### config.mk
export PLATFORM = sky130hd
export DESIGN_NAME = alu_exec_ctrl
export DESIGN_NICKNAME = d
export VERILOG_FILES = /design/src/rtl/alu_exec_ctrl.sv
export SDC_FILE = /design/constraint.sdc
export NUM_CORES = 1
export LEC_CHECK = 0
export CAP_MARGIN = 10
export CELL_PAD_IN_SITES_DETAIL_PLACEMENT = 0
export CELL_PAD_IN_SITES_GLOBAL_PLACEMENT = 1
export CORE_ASPECT_RATIO = 1.5
export CORE_MARGIN = 2
export CORE_UTILIZATION = 41
export DETAILED_ROUTE_END_ITERATION = 10
export PLACE_DENSITY = 0.85
export SYNTH_ARGS = -nofsm -noshare
export SYNTH_HDL_FRONTEND = slang
export SYNTH_SLANG_ARGS = --single-unit
### constraint.sdc
create_clock -name clk -period 1.71 [get_ports clk]
set_input_delay 0.342 -clock clk [delete_from_list [all_inputs] [get_ports clk]]
set_output_delay 0.342 -clock clk [all_outputs]
set_load 0.02 [all_outputs]
### src/rtl/alu_exec_ctrl.sv
`default_nettype none
// +--------------------------------------------------------------------------+
// | Module : alu_exec_ctrl                                                   |
// | Multi-cycle execute controller driving a 4-bit ALU; holds a small        |
// | register file and flag register. ALU_EXEC_FAST_EN merges WB into EXEC.   |
// | Rev    : 1.0                                                             |
// +--------------------------------------------------------------------------+
module alu_exec_ctrl #(
    parameter int DATA_W = 4,
    parameter int RA_W   = 2
) (
    input  logic              clk,
    input  logic              reset,
    input  logic              instr_valid,
    input  logic [4:0]        instr,
    output logic              instr_ready,
    input  logic [DATA_W-1:0] ld_data,
    output logic [DATA_W-1:0] alu_a,
    output logic [DATA_W-1:0] alu_b,
    output logic [1:0]        alu_op,
    input  logic [DATA_W-1:0] alu_r,
    input  logic              alu_cf,
    input  logic              alu_sf,
    input  logic              alu_zf,
    output logic              cf,
    output logic              sf,
    output logic              zf,
    output logic              wb_valid,
    output logic              halted,
    input  logic [RA_W-1:0]   dbg_sel,
    output logic [DATA_W-1:0] dbg_data
);

    localparam int         c_NREGS  = 2**RA_W;
    localparam logic [2:0] c_OP_ADD = 3'b000;
    localparam logic [2:0] c_OP_SUB = 3'b001;
    localparam logic [2:0] c_OP_AND = 3'b010;
    localparam logic [2:0] c_OP_OR  = 3'b011;
    localparam logic [2:0] c_OP_LD  = 3'b100;
    localparam logic [2:0] c_OP_CMP = 3'b101;
    localparam logic [2:0] c_OP_HLT = 3'b111;

    typedef enum logic [1:0] {
        S_IDLE = 2'd0,
        S_EXEC = 2'd1,
        S_WB   = 2'd2,
        S_HALT = 2'd3
    } state_t;

    state_t              r_state;
    state_t              w_next;
    logic                w_accept;
    logic                w_retire;
    logic [2:0]          r_op;
    logic [RA_W-1:0]     r_rd;
    logic [DATA_W-1:0]   r_ld_data;
    logic [DATA_W-1:0]   r_regs [c_NREGS];

    // CMP shares the subtract encoding; non-ALU ops park the ALU on ADD.
    function automatic logic [1:0] alu_code(input logic [2:0] op);
        case (op)
            c_OP_ADD: alu_code = 2'b00;
            c_OP_SUB: alu_code = 2'b01;
            c_OP_AND: alu_code = 2'b10;
            c_OP_OR:  alu_code = 2'b11;
            c_OP_CMP: alu_code = 2'b01;
            default:  alu_code = 2'b00;
        endcase
    endfunction

    always_ff @(posedge clk or posedge reset) begin
        if (reset) begin
            r_state <= S_IDLE;
        end else begin
            r_state <= w_next;
        end
    end

    always_comb begin
        w_next      = r_state;
        instr_ready = 1'b0;
        w_accept    = 1'b0;
        w_retire    = 1'b0;
        case (r_state)
            S_IDLE: begin
                instr_ready = 1'b1;
                if (instr_valid) begin
                    w_accept = 1'b1;
                    w_next   = S_EXEC;
                end
            end
            S_EXEC: begin
`ifdef ALU_EXEC_FAST_EN
                w_retire = 1'b1;
                w_next   = (r_op == c_OP_HLT) ? S_HALT : S_IDLE;
`else
                w_next   = S_WB;
`endif
            end
            S_WB: begin
                w_retire = 1'b1;
                w_next   = (r_op == c_OP_HLT) ? S_HALT : S_IDLE;
            end
            S_HALT: begin
                w_next = S_HALT;
            end
            default: begin
                w_next = S_IDLE;
            end
        endcase
        wb_valid = w_retire;
        halted   = (r_state == S_HALT);
    end

    always_ff @(posedge clk or posedge reset) begin
        if (reset) begin
            r_op      <= '0;
            r_rd      <= '0;
            r_ld_data <= '0;
        end else if (w_accept) begin
            r_op      <= instr[4:2];
            r_rd      <= instr[RA_W-1:0];
            r_ld_data <= ld_data;
        end
    end

`ifdef ALU_EXEC_FAST_EN
    assign alu_a  = r_regs[0];
    assign alu_b  = r_regs[r_rd];
    assign alu_op = alu_code(r_op);
`else
    // Operands are captured at accept so they are stable across EXEC and WB.
    always_ff @(posedge clk or posedge reset) begin
        if (reset) begin
            alu_a  <= '0;
            alu_b  <= '0;
            alu_op <= '0;
        end else if (w_accept) begin
            alu_a  <= r_regs[0];
            alu_b  <= r_regs[instr[RA_W-1:0]];
            alu_op <= alu_code(instr[4:2]);
        end
    end
`endif

    always_ff @(posedge clk or posedge reset) begin
        if (reset) begin
            for (int i = 0; i < c_NREGS; i++) begin
                r_regs[i] <= '0;
            end
            cf <= 1'b0;
            sf <= 1'b0;
            zf <= 1'b0;
        end else if (w_retire) begin
            case (r_op)
                c_OP_ADD, c_OP_SUB, c_OP_AND, c_OP_OR: begin
                    r_regs[r_rd] <= alu_r;
                    cf           <= alu_cf;
                    sf           <= alu_sf;
                    zf           <= alu_zf;
                end
                c_OP_CMP: begin
                    cf <= alu_cf;
                    sf <= alu_sf;
                    zf <= alu_zf;
                end
                c_OP_LD: begin
                    r_regs[r_rd] <= r_ld_data;
                end
                default: begin
                end
            endcase
        end
    end

    assign dbg_data = r_regs[dbg_sel];

endmodule
`default_nettype wire
==> impl_metrics.json, run 1 <==
{
  "tightestPinTransition_ns": 0.357,
  "timing.final.crit_share_pct": 97.4,
  "synth_seq_cells": 40,
  "ant_nets": 0,
  "setup_tns_ns": 0,
  "row_count": 29,
  "synth_warnings": 0,
  "clock-skew-final_ns": 0.00345,
  "synth-edff-count": 0,
  "drtIter0Drc": 24,
  "synth_area_leader_cell": "dfrtp_1",
  "rsz0062_at_grt": "false",
  "grt_overflow_total": 0,
  "die_y_um": 86.2,
  "p_clk_share_pct": 14.2,
  "insertion_delay_ns": 0.29,
  "violations": "design-rule violations",
  "first_pass_iters": 8,
  "worstPathArrival_ns": 1.32,
  "wl_mm": 3.72,
  "layout_setup_ws_ns": 0.0451,
  "wl_per_cell_um": 16.7,
  "pwr-share-seq_pct": 38.1,
  "io_pins": 41,
  "synth_nets": 135,
  "path_cells": "mux4_2, buf_4",
  "grt.total_usage_pct": 16.5,
  "ys_top_cells_by_area": "dfrtp_1 54%, mux2_2 13%, mux4_2 9.8%, mux2_1 9.2%, mux2_4 3.3%",
  "clkTransAtPathRegs_ns": 0.07,
  "via_per_inst": 5.36,
  "route.met3.wl_um": 152,
  "ys_seq_area_share_pct": 54.2,
  "via_count": 1195,
  "dieArea_mm2": 0.00507,
  "synth_top_cells_by_count": "40 x dfrtp_1, 21 x mux2_2, 15 x mux2_1",
  "cts_buffers": 5,
  "cp-end-kind": "output port",
  "core_area_mm2": 0.00428,
  "slew_violations": 0,
  "critPathBufInv": 1,
  "slowest_delay_ns": 0.47,
  "yosysMostFrequentCell": "dfrtp_1",
  "grt_max_degree": 41,
  "status": "finished, violations left",
  "hpwl_mm": 2.86,
  "htree_levels": 2,
  "synth_area_mm2": 0.00185,
  "drive_above_1_share_pct": 40.7,
  "grt_pass1_wl_mm": 6.11,
  "peakVddDrop_v": 0.000873,
  "p_sw_share_pct": 33.3,
  "route.detailed.drc": 2,
  "routabilityCongestion": 0.713,
  "clock.fmax_ghz": 0.601,
  "required_ns": 1.37,
  "cp-start-kind": "register",
  "path_max_fanout": 3,
  "worst-setup-path-type": "register to output port",
  "synth_area_per_cell_um2": 16.2,
  "p_leak_nw": 1.11,
  "die_width_um": 58.8,
  "synth_cells": 114,
  "antenna_found_initial": 0,
  "wl_met1_mm": 1.34,
  "antennaDiodeCount": 0,
  "dr.max_layer_used": "met4",
  "clockRootBuffer": "clkbuf_8",
  "portBuffers": 40,
  "drv_cap": 0,
  "critPathTopFamily": "multiplexers",
  "p_sw_mw": 1.55,
  "clockBufferDepth": 2,
  "holdBufCountCts": 0,
  "p_per_area_mw_per_mm2": 1830,
  "crit_slowest_cell": "mux4_2",
  "cts_tree": "done",
  "internal_power_mw": 3.11,
  "nets": 198,
  "max_slew_margin_pct": 76.1,
  "met2_wirelength_mm": 2.12,
  "finalSetupViolations": 0,
  "synth_top_area_share_pct": 54.2,
  "period_needed_ns": 1.66,
  "synthFlopType": "dfrtp_1",
  "syn_to_final_growth_pct": 37.6,
  "start_util_pct": 43.1,
  "ys_types": 24,
  "place_ws_ns": -0.730,
  "pwr-share-comb_pct": 47.7,
  "grt_pass1_vias": 1265,
  "async_reset_ff_share_pct": 100,
  "hp-class": "input pin to async pin",
  "clkSinkCount": 40,
  "hold_viol_final": 0
}
final cells by class:
type | instances | area [µm²]
tap | 46 | 57.6
timing repair buffer | 58 | 549
inverter | 3 | 11.3
sequential | 40 | 1000
clock buffer | 7 | 96.3
fill | 379 | 1740
multi-input combinational | 69 | 823
through the flow:
step | cells | power [mW] | hold WS [ns] | cell area, µm² | util (%)
2_1_floorplan | 114 | 3.06 | 0.470 | 1850 | -
5_1_grt | 223 | 4.94 | 0.456 | 2540 | 59.3
3_5_place_dp | 214 | 4.08 | 0.480 | 2440 | 57.0
4_1_cts | 221 | 4.69 | 0.403 | 2520 | 58.8
3_3_place_gp | 214 | 3.96 | 0.467 | 2440 | 57.0
6_report | 223 | 4.66 | 0.405 | 2540 | 59.3
kinds of logic after synthesis:
| kind of cell | share of synthesized area [%] |
|---|---|
| buf+inv | 1.15 |
| simple gates | 6.71 |
| flops | 54.2 |
| mux | 35.0 |
| compound gates | 2.92 |
registers in the layout, summed over array words and instances (netlist names):
signal,cells
r_rd,2
r_ld_data,4
alu_op,2
alu_a,4
sf,1
cf,1
r_op,3
zf,1
r_state,2
alu_b,4
r_regs,16
worst paths after layout:
check | from | end | slack (ns) | cells past startpoint
min reg2reg | sf | sf | 0.49 | 1
min | reset | alu_b[1] | 0.40 | 3
min in group clk | sf | sf | 0.49 | 1
max | r_regs[7] | dbg_data[3] | 0.05 | 2
max in group asynchronous | reset | alu_b[3] | 1.11 | 3
max reg2reg | r_op[1] | r_regs[9] | 0.08 | 3
power by group through the flow:
| stage | Combinational, mW | Clock (mW) | Sequential (mW) |
|---|---|---|---|
| floorplan | 1.13 | 0 | 1.93 |
| global placement | 2.20 | 0 | 1.76 |
| detailed placement | 2.27 | 0 | 1.81 |
| CTS | 2.21 | 0.687 | 1.79 |
| global route | 2.38 | 0.726 | 1.84 |
| finish | 2.22 | 0.660 | 1.78 |
cells in the final DEF, fill, tap and decap left out:
cell	n
and2_1	1
a21o_1	1
buf_4	16
nor3b_4	1
buf_6	2
nand4b_2	2
mux2_1	15
buf_12	2
a31o_2	1
nor2_1	2
and2b_4	1
buf_2	2
clkbuf_8	7
a41o_2	1
nand3b_1	1
a21boi_2	1
nand2b_1	1
clkdlybuf4s15_2	1
dlygate4sd2_1	4
o21ai_1	1
nand3_1	2
inv_1	3
and4_4	1
o21ai_0	2
nand2_1	1
nor3b_2	1
mux2_2	21
dfrtp_1	40
mux2_4	4
clkdlybuf4s50_1	31
mux4_2	8
per-layer routing:
metal	global-route usage [%]	up-vias
met3	3.73	9
met2	29.0	32
met5	0	-
met4	9.30	0
met1	17.7	596
li1	-	558
timing repair:
item | CTS | global route
gates resized for setup | 25 | 2
setup buffers | 0 | 2
endpoints found under the hold margin | 0 | 0
setup endpoints to repair | 7 | 3
worst min-delay path: stages:
cell and delay, ns:
clkdlybuf4s50_1 0.39, inv_1 0.09, buf_12 0.23
(Power assumes the default switching activity.)
==> run 2, diff against run 1 <==
--- a/config.mk
+++ b/config.mk
@@ -5,12 +5,12 @@
 export SDC_FILE = /design/constraint.sdc
 export NUM_CORES = 1
 export LEC_CHECK = 0
+export ABC_AREA = 1
 export CAP_MARGIN = 10
 export CELL_PAD_IN_SITES_DETAIL_PLACEMENT = 0
 export CELL_PAD_IN_SITES_GLOBAL_PLACEMENT = 1
 export CORE_ASPECT_RATIO = 1.5
-export CORE_MARGIN = 2
-export CORE_UTILIZATION = 41
+export CORE_UTILIZATION = 37
 export DETAILED_ROUTE_END_ITERATION = 10
 export PLACE_DENSITY = 0.85
 export SYNTH_ARGS = -nofsm -noshare
==> impl_metrics.json, run 2 <==
{
  "clock-skew-final_ns": 0.00932,
  "p_per_area_mw_per_mm2": 1760,
  "routabilityCongestion": 0.777,
  "grt_overflow_total": 0,
  "cts_buffers": 5,
  "insertion_delay_ns": 0.30,
  "largest-register": "r_regs",
  "finalPower_mw": 4.60,
  "synthFlopType": "dfrtp_1",
  "slowest_delay_ns": 0.61,
  "startpoint": "alu_b[1]",
  "drtIter0Drc": 100,
  "synth_area_per_cell_um2": 7.65,
  "first_pass_iters": 4,
  "slew_violations": 0,
  "synth_area_mm2": 0.00201,
  "holdWs_ns": 0.394,
  "syn_to_final_growth_pct": 29.6,
  "wl_per_cell_um": 12.2,
  "critPathBufInv": 1,
  "wl_mm": 4.65,
  "io_pins": 41,
  "synth_nets": 284,
  "holdBufCountCts": 0,
  "route.detailed.drc": 0,
  "ff_latch_area_mm2": 0.00100,
  "worst-setup-path-type": "register to output port",
  "synth_cells": 263,
  "synth-edff-count": 0,
  "clkTransAtPathRegs_ns": 0.08,
  "ys_seq_area_share_pct": 49.7,
  "drv_cap": 0,
  "cts_tree": "done",
  "grt_pass1_wl_mm": 7.98,
  "portBuffers": 40,
  "ys_types": 21,
  "dieArea_mm2": 0.00575,
  "antenna_found_initial": 0,
  "fillers": 555,
  "critPathTopFamily": "buffers and inverters",
  "grt_pass1_vias": 1771,
  "max_slew_margin_pct": 79.3,
  "core_area_mm2": 0.00520,
  "p_leak_nw": 1.35,
  "r2r_cells": 6,
  "die_width_um": 62.2,
  "grt_max_degree": 41,
  "grt.total_usage_pct": 17.7,
  "start_util_pct": 38.7,
  "row_count": 32,
  "crit_slowest_cell": "clkdlybuf4s50_1",
  "async_reset_ff_share_pct": 100,
  "rsz0062_at_grt": "false",
  "layout_commonest_cell": "nand2_1",
  "htree_levels": 2,
  "ff2ff_setup_slack_ns": 0.40,
  "via_per_inst": 4.67,
  "tightestPinTransition_ns": 0.309,
  "r2r_start": "r_state[0]",
  "ys_top_cells_by_area": "dfrtp_1 50%, nand2_1 24%, inv_1 4.5%, nand3_1 3.5%, o21ai_0 3.0%",
  "clockBufferDepth": 2,
  "synth_seq_cells": 40,
  "die_y_um": 92.3,
  "largest_register_ffs": 16,
  "final_cell_mix": "130 x nand2_1, 39 x dfrtp_1, 31 x clkdlybuf4s50_1",
  "cp_num_cells": 1,
  "cp-end-kind": "output port",
  "cts_setup_buffers": 0,
  "cp-start-kind": "register",
  "clkSinkCount": 40,
  "timing.final.crit_share_pct": 93.9,
  "clock.fmax_ghz": 0.623,
  "synth_area_leader_cell": "dfrtp_1",
  "r2r_end": "alu_op[1]",
  "via_count": 1778,
  "path_cells": "clkdlybuf4s50_1",
  "synth_warnings": 0,
  "synth_top_area_share_pct": 49.7,
  "ant_nets": 0,
  "path_max_fanout": 2,
  "peakVddDrop_v": 0.000655,
  "yosysMostFrequentCell": "nand2_1",
  "synth_top_cells_by_count": "130 x nand2_1, 40 x dfrtp_1, 24 x inv_1",
  "multi_input_area_um2": 867,
  "required_ns": 1.37,
  "hold_viol_final": 0,
  "hp-class": "input pin to async pin",
  "nets": 333,
  "finalSetupViolations": 0,
  "hpwl_mm": 3.55,
  "clockRootBuffer": "clkbuf_8",
  "antennaDiodeCount": 0,
  "status": "finished, final reports clean",
  "worstPathArrival_ns": 1.26,
  "drive_above_1_share_pct": 10.9,
  "cts-resized-gates": 25,
  "period_needed_ns": 1.61
}
-- run 2: cell types whose count changed in the layout (fill, tap and decap cells not counted), moves of 8 or more --
cell / change
nand2_1: +129
mux4_2: -8
nand3_1: +12
mux2_1: -15
inv_1: +19
mux2_2: -21
o21ai_0: +10
-- run 2: cell families (layout without fill, tap and decap cells) --
family,after synthesis,in the layout,synth area share [%]
AOI/OAI and AO/OA,28,28,7.40
DFF,40,40,49.7
buffers and inverters,32,82,7.21
and+or+nand+nor,163,163,35.7
-- run 2: final cells by class --
| type | instances | area share, % |
|---|---|---|
| Clock buffer | 7 | 3.31 |
| Clock inverter | 1 | 0.288 |
| Inverter | 26 | 3.84 |
| Multi-Input combinational cell | 191 | 33.2 |
| Sequential cell | 40 | 38.4 |
| Tap cell | 68 | 3.26 |
| Timing Repair Buffer | 48 | 17.7 |
-- run 2: how the worst max path moves through the flow --
stage / end / slack, ns
2_1_floorplan: dbg_data[1] / 0.32
3_3_place_gp: dbg_data[3] / -0.47
3_5_place_dp: dbg_data[3] / -0.47
4_1_cts: dbg_data[2] / 0.007
5_1_grt: alu_op[1] / 0.06
6_report: alu_b[1] / 0.10
-- run 2: through the flow --
| step | util (%) | setup TNS, ns | cell area (µm²) | setup slack, ns | std cells |
|---|---|---|---|---|---|
| after global placement | 48.5 | -1.82 | 2530 | -0.474 | 373 |
| after CTS | 50.0 | 0 | 2610 | 0.00717 | 381 |
| after global routing | 50.1 | 0 | 2610 | 0.0561 | 381 |
| final | 50.1 | 0 | 2610 | 0.104 | 381 |
| after detailed placement | 48.5 | -1.84 | 2530 | -0.473 | 373 |
| after floorplan | - | 0 | 2010 | 0.319 | 263 |
-- run 2: layer usage --
layer | part of all wire [%] | track usage, %
met1 | 43 | 20.8
met2 | 52 | 31.8
met3 | 2.9 | 3.45
met4 | 1.3 | 6.40
met5 | 0 | 0
-- run 2: power by group --
group / total (mW) / switching (mW) / internal [mW]
Sequential: 1.78 / 0.363 / 1.42
Combinational: 2.17 / 1.29 / 0.879
Clock: 0.653 / 0.325 / 0.328
==> run 3, diff against run 2 <==
--- a/config.mk
+++ b/config.mk
@@ -6,7 +6,7 @@
 export NUM_CORES = 1
 export LEC_CHECK = 0
 export ABC_AREA = 1
-export CAP_MARGIN = 10
+export CAP_MARGIN = 20
 export CELL_PAD_IN_SITES_DETAIL_PLACEMENT = 0
 export CELL_PAD_IN_SITES_GLOBAL_PLACEMENT = 1
 export CORE_ASPECT_RATIO = 1.5
==> results of run 3 <==
The final DEF is identical to that of run 2; final timing and power are the same.
